===== src/rtl/eth_phy_reset_seq.sv =====
// rtl/eth_phy_reset_seq.sv - Ethernet PHY reset sequencer, speed debounce and EMIF status sync
module eth_phy_reset_seq #(
  parameter int RST_CYCLES    = 500000,
  parameter int WAIT_CYCLES   = 250000,
  parameter int STABLE_CYCLES = 1024,
  parameter int CNT_W         = 20
) (
  input  logic       clk,
  input  logic       reset,
  input  logic       nenet_reg_reset,
  input  logic       pll_locked,
  input  logic       phy_speed100,
  input  logic       emif_init_done,
  input  logic       emif_cal_success,
  input  logic       emif_cal_fail,
  output logic       phy_resetn,
  output logic       mac_set_10,
  output logic       mac_set_1000,
  output logic       eth_ready,
  output logic [2:0] ddr3_status,
  output logic [7:0] reset_count
);

  typedef enum logic [1:0] {ST_ASSERT, ST_RELEASE, ST_RUN} state_t;

  localparam logic [CNT_W-1:0] RST_LAST    = CNT_W'(RST_CYCLES - 1);
  localparam logic [CNT_W-1:0] WAIT_LAST   = CNT_W'(WAIT_CYCLES - 1);
  localparam logic [CNT_W-1:0] STABLE_LAST = CNT_W'(STABLE_CYCLES - 1);

  state_t           state;
  logic [CNT_W-1:0] cnt;
  logic [CNT_W-1:0] stable_cnt;
  logic [4:0]       sync1;
  logic [4:0]       sync2;
  logic             pll_locked_s;
  logic             phy_speed100_s;
  logic             hold;

  // Bit order: {cal_fail, cal_success, init_done, speed100, pll_locked}
  always_ff @(posedge clk or posedge reset) begin
    if (reset) begin
      sync1 <= '0;
      sync2 <= '0;
    end else begin
      sync1 <= {emif_cal_fail, emif_cal_success, emif_init_done, phy_speed100, pll_locked};
      sync2 <= sync1;
    end
  end

  assign pll_locked_s   = sync2[0];
  assign phy_speed100_s = sync2[1];
  assign ddr3_status    = sync2[4:2];
  assign mac_set_1000   = 1'b0;
  assign hold           = nenet_reg_reset | ~pll_locked_s;

  always_ff @(posedge clk or posedge reset) begin
    if (reset) begin
      state       <= ST_ASSERT;
      cnt         <= '0;
      phy_resetn  <= 1'b0;
      eth_ready   <= 1'b0;
      reset_count <= '0;
    end else if (hold) begin
      // Only a restart out of RELEASE/RUN is counted; a persisting hold is not.
      if (state != ST_ASSERT && reset_count != 8'hff)
        reset_count <= reset_count + 8'd1;
      state      <= ST_ASSERT;
      cnt        <= '0;
      phy_resetn <= 1'b0;
      eth_ready  <= 1'b0;
    end else begin
      case (state)
        ST_ASSERT: begin
          if (cnt == RST_LAST) begin
            state      <= ST_RELEASE;
            cnt        <= '0;
            phy_resetn <= 1'b1;
          end else begin
            cnt <= cnt + 1'b1;
          end
        end
        ST_RELEASE: begin
          if (cnt == WAIT_LAST) begin
            state     <= ST_RUN;
            cnt       <= '0;
            eth_ready <= 1'b1;
          end else begin
            cnt <= cnt + 1'b1;
          end
        end
        ST_RUN: begin
          cnt <= '0;
        end
        default: begin
          state      <= ST_ASSERT;
          cnt        <= '0;
          phy_resetn <= 1'b0;
          eth_ready  <= 1'b0;
        end
      endcase
    end
  end

  // set_10 must equal ~speed100; equality with speed100 is the mismatch being debounced.
  always_ff @(posedge clk or posedge reset) begin
    if (reset) begin
      mac_set_10 <= 1'b0;
      stable_cnt <= '0;
    end else if (state != ST_RUN) begin
      stable_cnt <= '0;
    end else if (phy_speed100_s == mac_set_10) begin
      if (stable_cnt == STABLE_LAST) begin
        mac_set_10 <= ~phy_speed100_s;
        stable_cnt <= '0;
      end else begin
        stable_cnt <= stable_cnt + 1'b1;
      end
    end else begin
      stable_cnt <= '0;
    end
  end

endmodule


===== config.mk =====
export PLATFORM = sky130hd
export DESIGN_NAME = eth_phy_reset_seq
export DESIGN_NICKNAME = d
export VERILOG_FILES = /design/src/rtl/eth_phy_reset_seq.sv
export SDC_FILE = /design/constraint.sdc
export NUM_CORES = 1
export LEC_CHECK = 0
export ABC_AREA = 0
export BUFFER_PORTS_ARGS = -buffer_cell sky130_fd_sc_hd__clkbuf_2
export CAP_MARGIN = 40
export CORE_ASPECT_RATIO = 0.75
export CORE_MARGIN = 1
export CORE_UTILIZATION = 55
export CTS_BUF_LIST = sky130_fd_sc_hd__clkbuf_4
export DETAILED_ROUTE_END_ITERATION = 8
export GPL_TIMING_DRIVEN = 0
export PLACE_DENSITY_LB_ADDON = 0.1
export SLEW_MARGIN = 15
export SYNTH_ARGS = -nofsm -noshare
export SYNTH_HDL_FRONTEND = slang
export SYNTH_SLANG_ARGS = --single-unit

===== constraint.sdc =====
create_clock -name clk -period 5.85 [get_ports clk]
set_clock_uncertainty 0.1 [all_clocks]
set_input_delay 0.585 -clock clk [delete_from_list [all_inputs] [get_ports clk]]
set_output_delay 0.585 -clock clk [all_outputs]
set_load 0.01 [all_outputs]

# Word level (Yosys, flattened, before mapping)
# Cells that the tools add are included.
# op_classes
n_reduce_logical,10
n_bitwise,4
mux,17
n_addsub,3
eq_ne,13
# op_table
cell,count
2-to-1 mux 20 bit,6
adder 20 x 1 -> 20 bit (second input constant),2
case mux 20 bit (2 select lines),1
equality test 20 x 10 -> 1 bit (second input constant),1
equality test 20 x 18 -> 1 bit (second input constant),1
equality test 20 x 19 -> 1 bit (second input constant),1
adder 8 x 1 -> 8 bit (second input constant),1
inequality test 8 bit (second input constant),1
2-to-1 mux 2 bit,3
inequality test 3 bit (second input constant),2
case mux 2 bit (3 select lines),1
AND reduction 2 bit,3
AND reduction 3 bit,2
2-to-1 mux 1 bit,4
inequality test 2 x 1 -> 1 bit (second input constant),2
inequality test 2 bit (second input constant),2
case mux 1 bit (2 select lines),2
OR reduction 2 bit,2
NOT 1 bit,3
equality test 2 x 1 -> 1 bit (second input constant),1
equality test 2 bit (second input constant),1
zero test 2 bit,1
nonzero test 2 bit,1
equality test 1 bit,1
2 further kinds,2
# word_totals
output_inout_bits,15
ff_bits,63
word_cells,56
inputBits,8

# Depth between registers and ports, before layout
# Gate-level depths: netlist of the first run.
# depth
depth_word,4
depth_mapped,8
mapped_depth_nobuf,6

# Least setup slack after synthesis of the first run
# No wires, ideal clock.
# synth_timing
path_kind,reg-to-reg
startpoint,reg reset_count[0]
endpoint,reg reset_count[5]
t_required_ps,5671
setup_slack_ps,3721
stages_incl_launch_ff,7
setup_ps,79
t_arrival_ps,1950
path_buffers,0
synth_period_minus_slack_ps,2129
cell_sequence,dfrtp_1 ha_1 and3_1 a311oi_1 nand4_1 nor2_1 xor2_1
# synth_via
elab_chain_len,3
word_cells_on_any_way,4
classes_between,1 x add/sub; 1 x eq/ne; 2 x reduce/logical
# synth_lines
item,line_no,text
from (decl),21,output logic [7:0] reset_count
from (signal assigned),66,reset_count <= reset_count + 8'd1;
"parallel branches: the longest is 3 deep, another holds adder 8 x 1 -> 8 bit",--,
# Several ways; the timed one is not identified.
# A chain may end at the register's enable or synchronous reset.

# Worst setup path after layout of the first run
# layout_timing
startpoint,reg stable_cnt[14]
endpoint,reg stable_cnt[13]
# layout_via
elab_chain_len,4
# layout_lines
item,line_no,text
from (decl),32,logic [CNT_W-1:0] stable_cnt;
from (signal assigned),116,stable_cnt <= stable_cnt + 1'b1;
equality test 20 x 10 -> 1 bit,112,if (stable_cnt == STABLE_LAST) begin
2-to-1 mux 20 bit,112,
2-to-1 mux 20 bit,111,end else if (phy_speed100_s == mac_set_10) begin
2-to-1 mux 20 bit,109,end else if (state != ST_RUN) begin
# No other way between the ends.

==> run_results.csv, run 1 <==
group,metric,value,unit
run_status,status,"completed",
logic_synthesis,syn-num-nets,293,
global_routing,grt_pass1_vias,1880,
placed_design,pre_cts_slack,3460,ps
global_routing,grtUsageTotal,20.9,%
logic_synthesis,yosysWarnings,0,
floorplan,die-height,65.4,um
critical_path,required,6040,ps
drt,ant_nets,0,
hold_path,hold_start,"emif_cal_fail",
logic_synthesis,netlist_instances,277,
critical_path,critPathCaptureType,"register",
floorplan,ios,23,
logic_synthesis,ys_types,38,
logic_synthesis,synth_compound_area_share,3.86,%
critical_path,worstPathArrival,2610,ps
timing,fin_hold_ws,162,ps
placed_design,dpl.cell_count,370,
logic_synthesis,synthDominantCellAreaShare,53.5,%
drt,drc,0,
logic_synthesis,syn_avg_cell_area,10.6,um^2
critical_path,crit_type,"register to register",
final_layout,drive_gt1_share,16.2,%
cts,cts-root-buf,"clkbuf_4",
timing,slew_violations,0,
critical_path,r2r_start,"stable_cnt[14]$_DFF_PP0_",
timing,layout_min_cycle_time,2420,ps
cts,post_cts_buffers,0,
critical_path,r2r_cells,8,
placed_design,post-dp-hpwl,3430,um
logic_synthesis,yosysSeqAreaShare,53.5,%
timing,setup_tns,0,ps
hold_path,worstHoldPathType,"input port to register",
floorplan,rows,22,
final_layout,num_antenna_cells,0,
floorplan,core,5010,um^2
logic_synthesis,synth_flop_cell,"dfrtp_1",
drt,vias_per_cell,5.22,
logic_synthesis,synth_edf_count,0,
floorplan,die_w,86.6,um
run,cap_violations,0,
final_layout,fin_cells,386,
cts,numCtsBuffers,9,
global_routing,antenna_found_initial,0,
placed_design,portBuffers,21,
logic_synthesis,synth-adder-area-share,3.39,%
logic_synthesis,ys_ff_latch,63,
cts,cts_htree_levels,3,
drt,first_pass_iters,4,
timing,relSlewSlack,47.7,%
timing,setup_viol,0,
pwr,power_density,234,nW/um^2
critical_path,cp-start-kind,"register",
pwr,ir_drop,0.203,mV
logic_synthesis,synth_top_cell_by_area,"dfrtp_1",
logic_synthesis,synth-xor-area-share,13.1,%
floorplan,initial_core_util,58.9,%
global_routing,grt_pass1_wl,8770,um
drt,drt_iter0_drc,133,
cts,cts_tree,"built",
logic_synthesis,synth.top_cells.by_area,"dfrtp_1 (53%), xor2_1 (8.0%), nor2_1 (6.5%), xnor2_1 (5.0%), ha_1 (3.4%)",
cts,postCtsHoldBufs,0,
final_layout,num-fill-cells,410,
timing,worst_slack,3430,ps
timing,grt_setup_unrepaired,"no",
critical_path,cp_max_fo,10,
timing,worst_slew_pin_slew,779,ps
critical_path,worstSetupStartpoint,"stable_cnt[14]$_DFF_PP0_",
cts,clockBufferDepth,2,
logic_synthesis,synth-simple-area-share,22.1,%
floorplan,die_area,5660,um^2
logic_synthesis,syn-cell-area,2950,um^2
global_routing,grt_max_degree,64,
timing,min_period_over_period,41.4,%
logic_synthesis,synthArstFlopShare,100,%
placed_design,place.gp.congestion,0.780,
drt,routedWlPerCell,13.0,um
timing,fmaxAchievable,413,MHz
logic_synthesis,synthMuxAreaShare,0.721,%
cts,cts_num_sinks,63,
pwr,p_leak,1.46,nW
final_layout,nets,325,
drt,via_count,2015,
global_routing,gr-total-overflow,0,
timing,report.final.hold_viol_count,0,
final_layout,area_growth,11.7,%
logic_synthesis,synth_top_family_by_area,"simple AND/OR/NAND/NOR gates",
cts,path_clk_slew,120,ps
cts,insertion_delay,420,ps
hold_path,hold_depth,1,
drt,routed_wl,5020,um
cts,cts_resized,0,
## per-layer routing
metal	GRT usage, %	vias up	share of wire [%]
li1	-	1008	-
met1	30.2	958	53
met2	28.2	41	41
met3	8.79	8	4.6
met4	6.88	0	1.3
met5	0	-	0
## flip-flops by register name, summed over array words and instances, names as in the netlist
signal	flops
phy_resetn	1
state	2
mac_set_10	1
reset_count	8
sync2	5
stable_cnt	20
cnt	20
sync1	5
eth_ready	1
## worst max-delay path: stages (launching register included)
cell	delay, ps
dfrtp_1	370
clkbuf_1	170
nor4_1	310
nand3_1	130
nor2_1	180
or2_2	140
clkbuf_1	350
clkbuf_1	430
nor2_1	120
## final timing paths
| path | endpoint | slack, ps |
|---|---|---|
| setup / recovery | stable_cnt[13]$_DFF_PP0_ | 3430 |
| hold / removal | sync1[4]$_DFF_PP0_ | 160 |
| setup reg to reg | stable_cnt[13]$_DFF_PP0_ | 3430 |
| hold reg to reg | sync2[1]$_DFF_PP0_ | 260 |
| max in group asynchronous | stable_cnt[16]$_DFF_PP0_ | 4980 |
| min in group asynchronous | stable_cnt[9]$_DFF_PP0_ | 170 |
## power breakdown
part | internal, W | switching [W] | total (W)
registers | 0.000439 | 0.00000172 | 0.000441
clock network | 0.000134 | 0.000176 | 0.000310
logic | 0.00000605 | 0.0000142 | 0.0000203
total | 0.000580 | 0.000192 | 0.000771
## layout make-up
type | instances | area (um^2) | area share (%)
well taps | 72 | 90.1 | 2.73
inverters | 6 | 25.0 | 0.760
plain buffers | 13 | 73.8 | 2.24
multi-input cells | 195 | 1280 | 38.7
clock inverters | 7 | 80.1 | 2.43
flip-flops and latches | 63 | 1580 | 47.9
clock buffers | 9 | 67.6 | 2.05
repair buffers | 21 | 105 | 3.19
## cell usage after synthesis (all sizes together), types with 6 or more instances
| cell | number |
|---|---|
| nor2 | 51 |
| nor4 | 7 |
| ha | 8 |
| nand4 | 16 |
| xnor2 | 17 |
| nand3 | 13 |
| xor2 | 27 |
| clkbuf | 6 |
| dfrtp | 63 |
| inv | 6 |
| nand2 | 14 |
| buf | 7 |
| and3 | 10 |
## through the flow
stage	power [W]	area, um^2	util, %
finish	0.000771	3290	65.8
CTS	0.000782	3290	65.8
floorplan	0.000463	2950	-
detailed placement	0.000471	3150	62.8
global route	0.000809	3290	65.8
global placement	0.000470	3140	62.8
## placed cells by master (no fill, tap or decap), types with 2 or more instances in the layout
cell and n:
inv_6 2, nor2b_1 2, buf_2 2, nor4_1 7, and3_1 10, nand2_1 14, nor3_1 3, nand3_1 13
a22o_1 2, nand4_1 16, clkinv_4 2, dfrtp_1 63, buf_4 4, clkbuf_4 9, and2_1 4, clkbuf_1 6
nand2b_1 2, xor2_1 27, xnor2_1 17, clkbuf_2 21, nor2_1 51, inv_1 5, nand3b_1 2, clkinvlp_4 2
ha_1 8
## cell families (layout without fill, tap and decap cells)
family,count (synthesis),count (layout)
buffers and inverters,19,56
AO/OA/AOI/OAI,10,10
other,1,1
XOR/XNOR,44,44
adder cells (fa/ha/maj),8,8
flip-flops,63,63
AND/OR/NAND/NOR,130,130
multiplexers,2,2
No activity file was read; power rests on OpenSTA's default activity.
==> inputs of run 2 (changes only) <==
==> constraint.sdc (replaced) <==
create_clock -name clk -period 2.55 [get_ports clk]
set_clock_uncertainty 0.1 [all_clocks]
set_input_delay 0.255 -clock clk [delete_from_list [all_inputs] [get_ports clk]]
set_output_delay 0.255 -clock clk [all_outputs]
set_load 0.01 [all_outputs]
==> run 2 against run 1 <==
Hold slack got worse by 28 ps. Maximum frequency up 4.1%. Clock-buffer cell count stayed put. First-iteration DRC count is 3.0% lower. Highest routed layer unchanged. Critical path depth shrank 1. Combinational power increased to 2.7 times the previous value. Critical path type unchanged. Setup slack worse by 3200 ps. Cell count rose by 1.6%. Clock power grew 130%. Final area is 2.1% higher. Largest power group unchanged. Non-clock buffer count is 6 higher.
==> run_results.csv, run 2 (same netlist as run 1, synthesis figures left out) <==
group,metric,value,unit
run_status,status,"completed",
timing,fin_hold_ws,134,ps
floorplan,die_area,5660,um^2
final_layout,final_cell_mix,"dfrtp_1 (63), nor2_1 (51), xor2_1 (27), clkbuf_2 (22), xnor2_1 (17)",
final_layout,num_antenna_cells,0,
global_routing,grt_pass1_vias,1921,
final_layout,fin_area,3360,um^2
drt,routedWlPerCell,13.1,um
drt,routed_wl,5130,um
floorplan,rows,22,
final_layout,reg_top3,"cnt (20), stable_cnt (20), reset_count (8)",
global_routing,antenna_found_initial,0,
final_layout,nets,331,
timing,worst_slack,223,ps
cts,cts_htree_levels,3,
cts,clockBufferDepth,2,
run,cap_violations,0,
drt,vias_per_cell,5.19,
placed_design,dpl.cell_count,370,
critical_path,required,2750,ps
pwr,ir_drop,0.471,mV
floorplan,initial_core_util,58.9,%
floorplan,ios,23,
drt,drt_iter0_drc,129,
placed_design,place.gp.congestion,0.780,
drt,first_pass_iters,4,
timing,setup_viol,0,
cts,cts_tree,"built",
critical_path,cp_max_fo,10,
placed_design,post-dp-hpwl,3430,um
timing,grt_setup_unrepaired,"no",
floorplan,die_w,86.6,um
global_routing,grt_max_degree,64,
drt,via_count,2035,
cts,insertion_delay,410,ps
drt,ant_nets,0,
timing,layout_min_cycle_time,2330,ps
timing,report.final.hold_viol_count,0,
timing,slew_violations,0,
cts,path_clk_slew,110,ps
timing,worst_slew_pin_slew,751,ps
critical_path,crit_type,"register to register",
global_routing,gr-total-overflow,0,
timing,setup_tns,0,ps
cts,numCtsBuffers,9,
pwr,power_density,527,nW/um^2
final_layout,area_growth,14.0,%
cts,cts_num_sinks,63,
global_routing,grtUsageTotal,21.5,%
drt,drc,0,
placed_design,pre_cts_slack,160,ps
placed_design,placed_area,3150,um^2
timing,min_period_over_period,91.2,%
final_layout,drive_gt1_share,16.6,%
floorplan,die-height,65.4,um
critical_path,worstPathArrival,2530,ps
timing,relSlewSlack,49.9,%
global_routing,grt_pass1_wl,8990,um
pwr,p_leak,1.48,nW
critical_path,critPathCaptureType,"register",
hold_path,worstHoldPathType,"input port to register",
critical_path,cp-start-kind,"register",
placed_design,portBuffers,21,
timing,fmaxAchievable,430,MHz
final_layout,fin_cells,392,
cts,cts-root-buf,"clkbuf_4",
floorplan,core,5010,um^2
final_layout,final_common_cell,"dfrtp_1",
-- run 2: cell types whose count changed in the layout (fill, tap and decap cells not counted) --
cell and change:
clkbuf_2 +1, dlygate4sd3_1 +6, a311oi_1 -1, a311oi_2 +1, clkbuf_1 -1
-- run 2: metal layers --
metal  global-route usage [%]  wire (um)  vias to the layer above
met5                        0          0                        -
met4                     6.88         35                        0
met2                     29.6       2170                       46
met3                     8.79        233                        6
met1                     30.9       2690                      966
li1                         -          -                     1017
-- run 2: final timing paths --
| kind | from | end | slack, ps | cells past startpoint |
|---|---|---|---|---|
| worst max-delay path | cnt[0]$_DFF_PP0_ | cnt[14]$_DFF_PP0_ | 220 | 7 |
| worst min-delay path | nenet_reg_reset | phy_resetn$_DFFE_PP0P_ | 130 | 3 |
| worst max register to register | cnt[0]$_DFF_PP0_ | cnt[14]$_DFF_PP0_ | 220 | 7 |
| worst min register to register | sync1[1]$_DFF_PP0_ | sync2[1]$_DFF_PP0_ | 260 | 0 |
| max in group asynchronous | reset | reset_count[2]$_DFFE_PP0P_ | 1440 | 3 |
| min in group asynchronous | reset | stable_cnt[4]$_DFF_PP0_ | 400 | 3 |
-- run 2: report_power, final --
group           total, W  internal [W]  switching [W]
Clock           0.000706      0.000308       0.000398
Sequential       0.00101       0.00101     0.00000407
Combinational  0.0000547     0.0000199      0.0000348
-- run 2: metrics by stage --
stage,power [W],util (%)
global placement,0.00108,62.8
global route,0.00186,67.1
CTS,0.00180,67.0
detailed placement,0.00108,62.8
finish,0.00177,67.1
floorplan,0.00106,-
-- run 2: final cells by class --
class | count | area [um^2]
buffer | 13 | 75.1
fill | 392 | 1650
timing repair buffer | 27 | 165
sequential | 63 | 1580
tap | 72 | 90.1
multi-input combinational | 195 | 1280
inverter | 6 | 25.0
clock inverter | 7 | 80.1
clock buffer | 9 | 67.6
-- run 2: worst max-delay path, stage by stage (launching register included) --
cell and delay, ps:
dfrtp_1 410, ha_1 200, nand3_1 230, nand3b_1 340, o311a_4 440, a31oi_1 170
buf_2 250, nor2_1 80
-- run 2: timing repair --
action,4_1_cts,5_1_grt
setup endpoints to repair,0,12
hold buffers,6,0
setup buffers,0,0
resized for setup,0,3
hold endpoints to repair,68,0
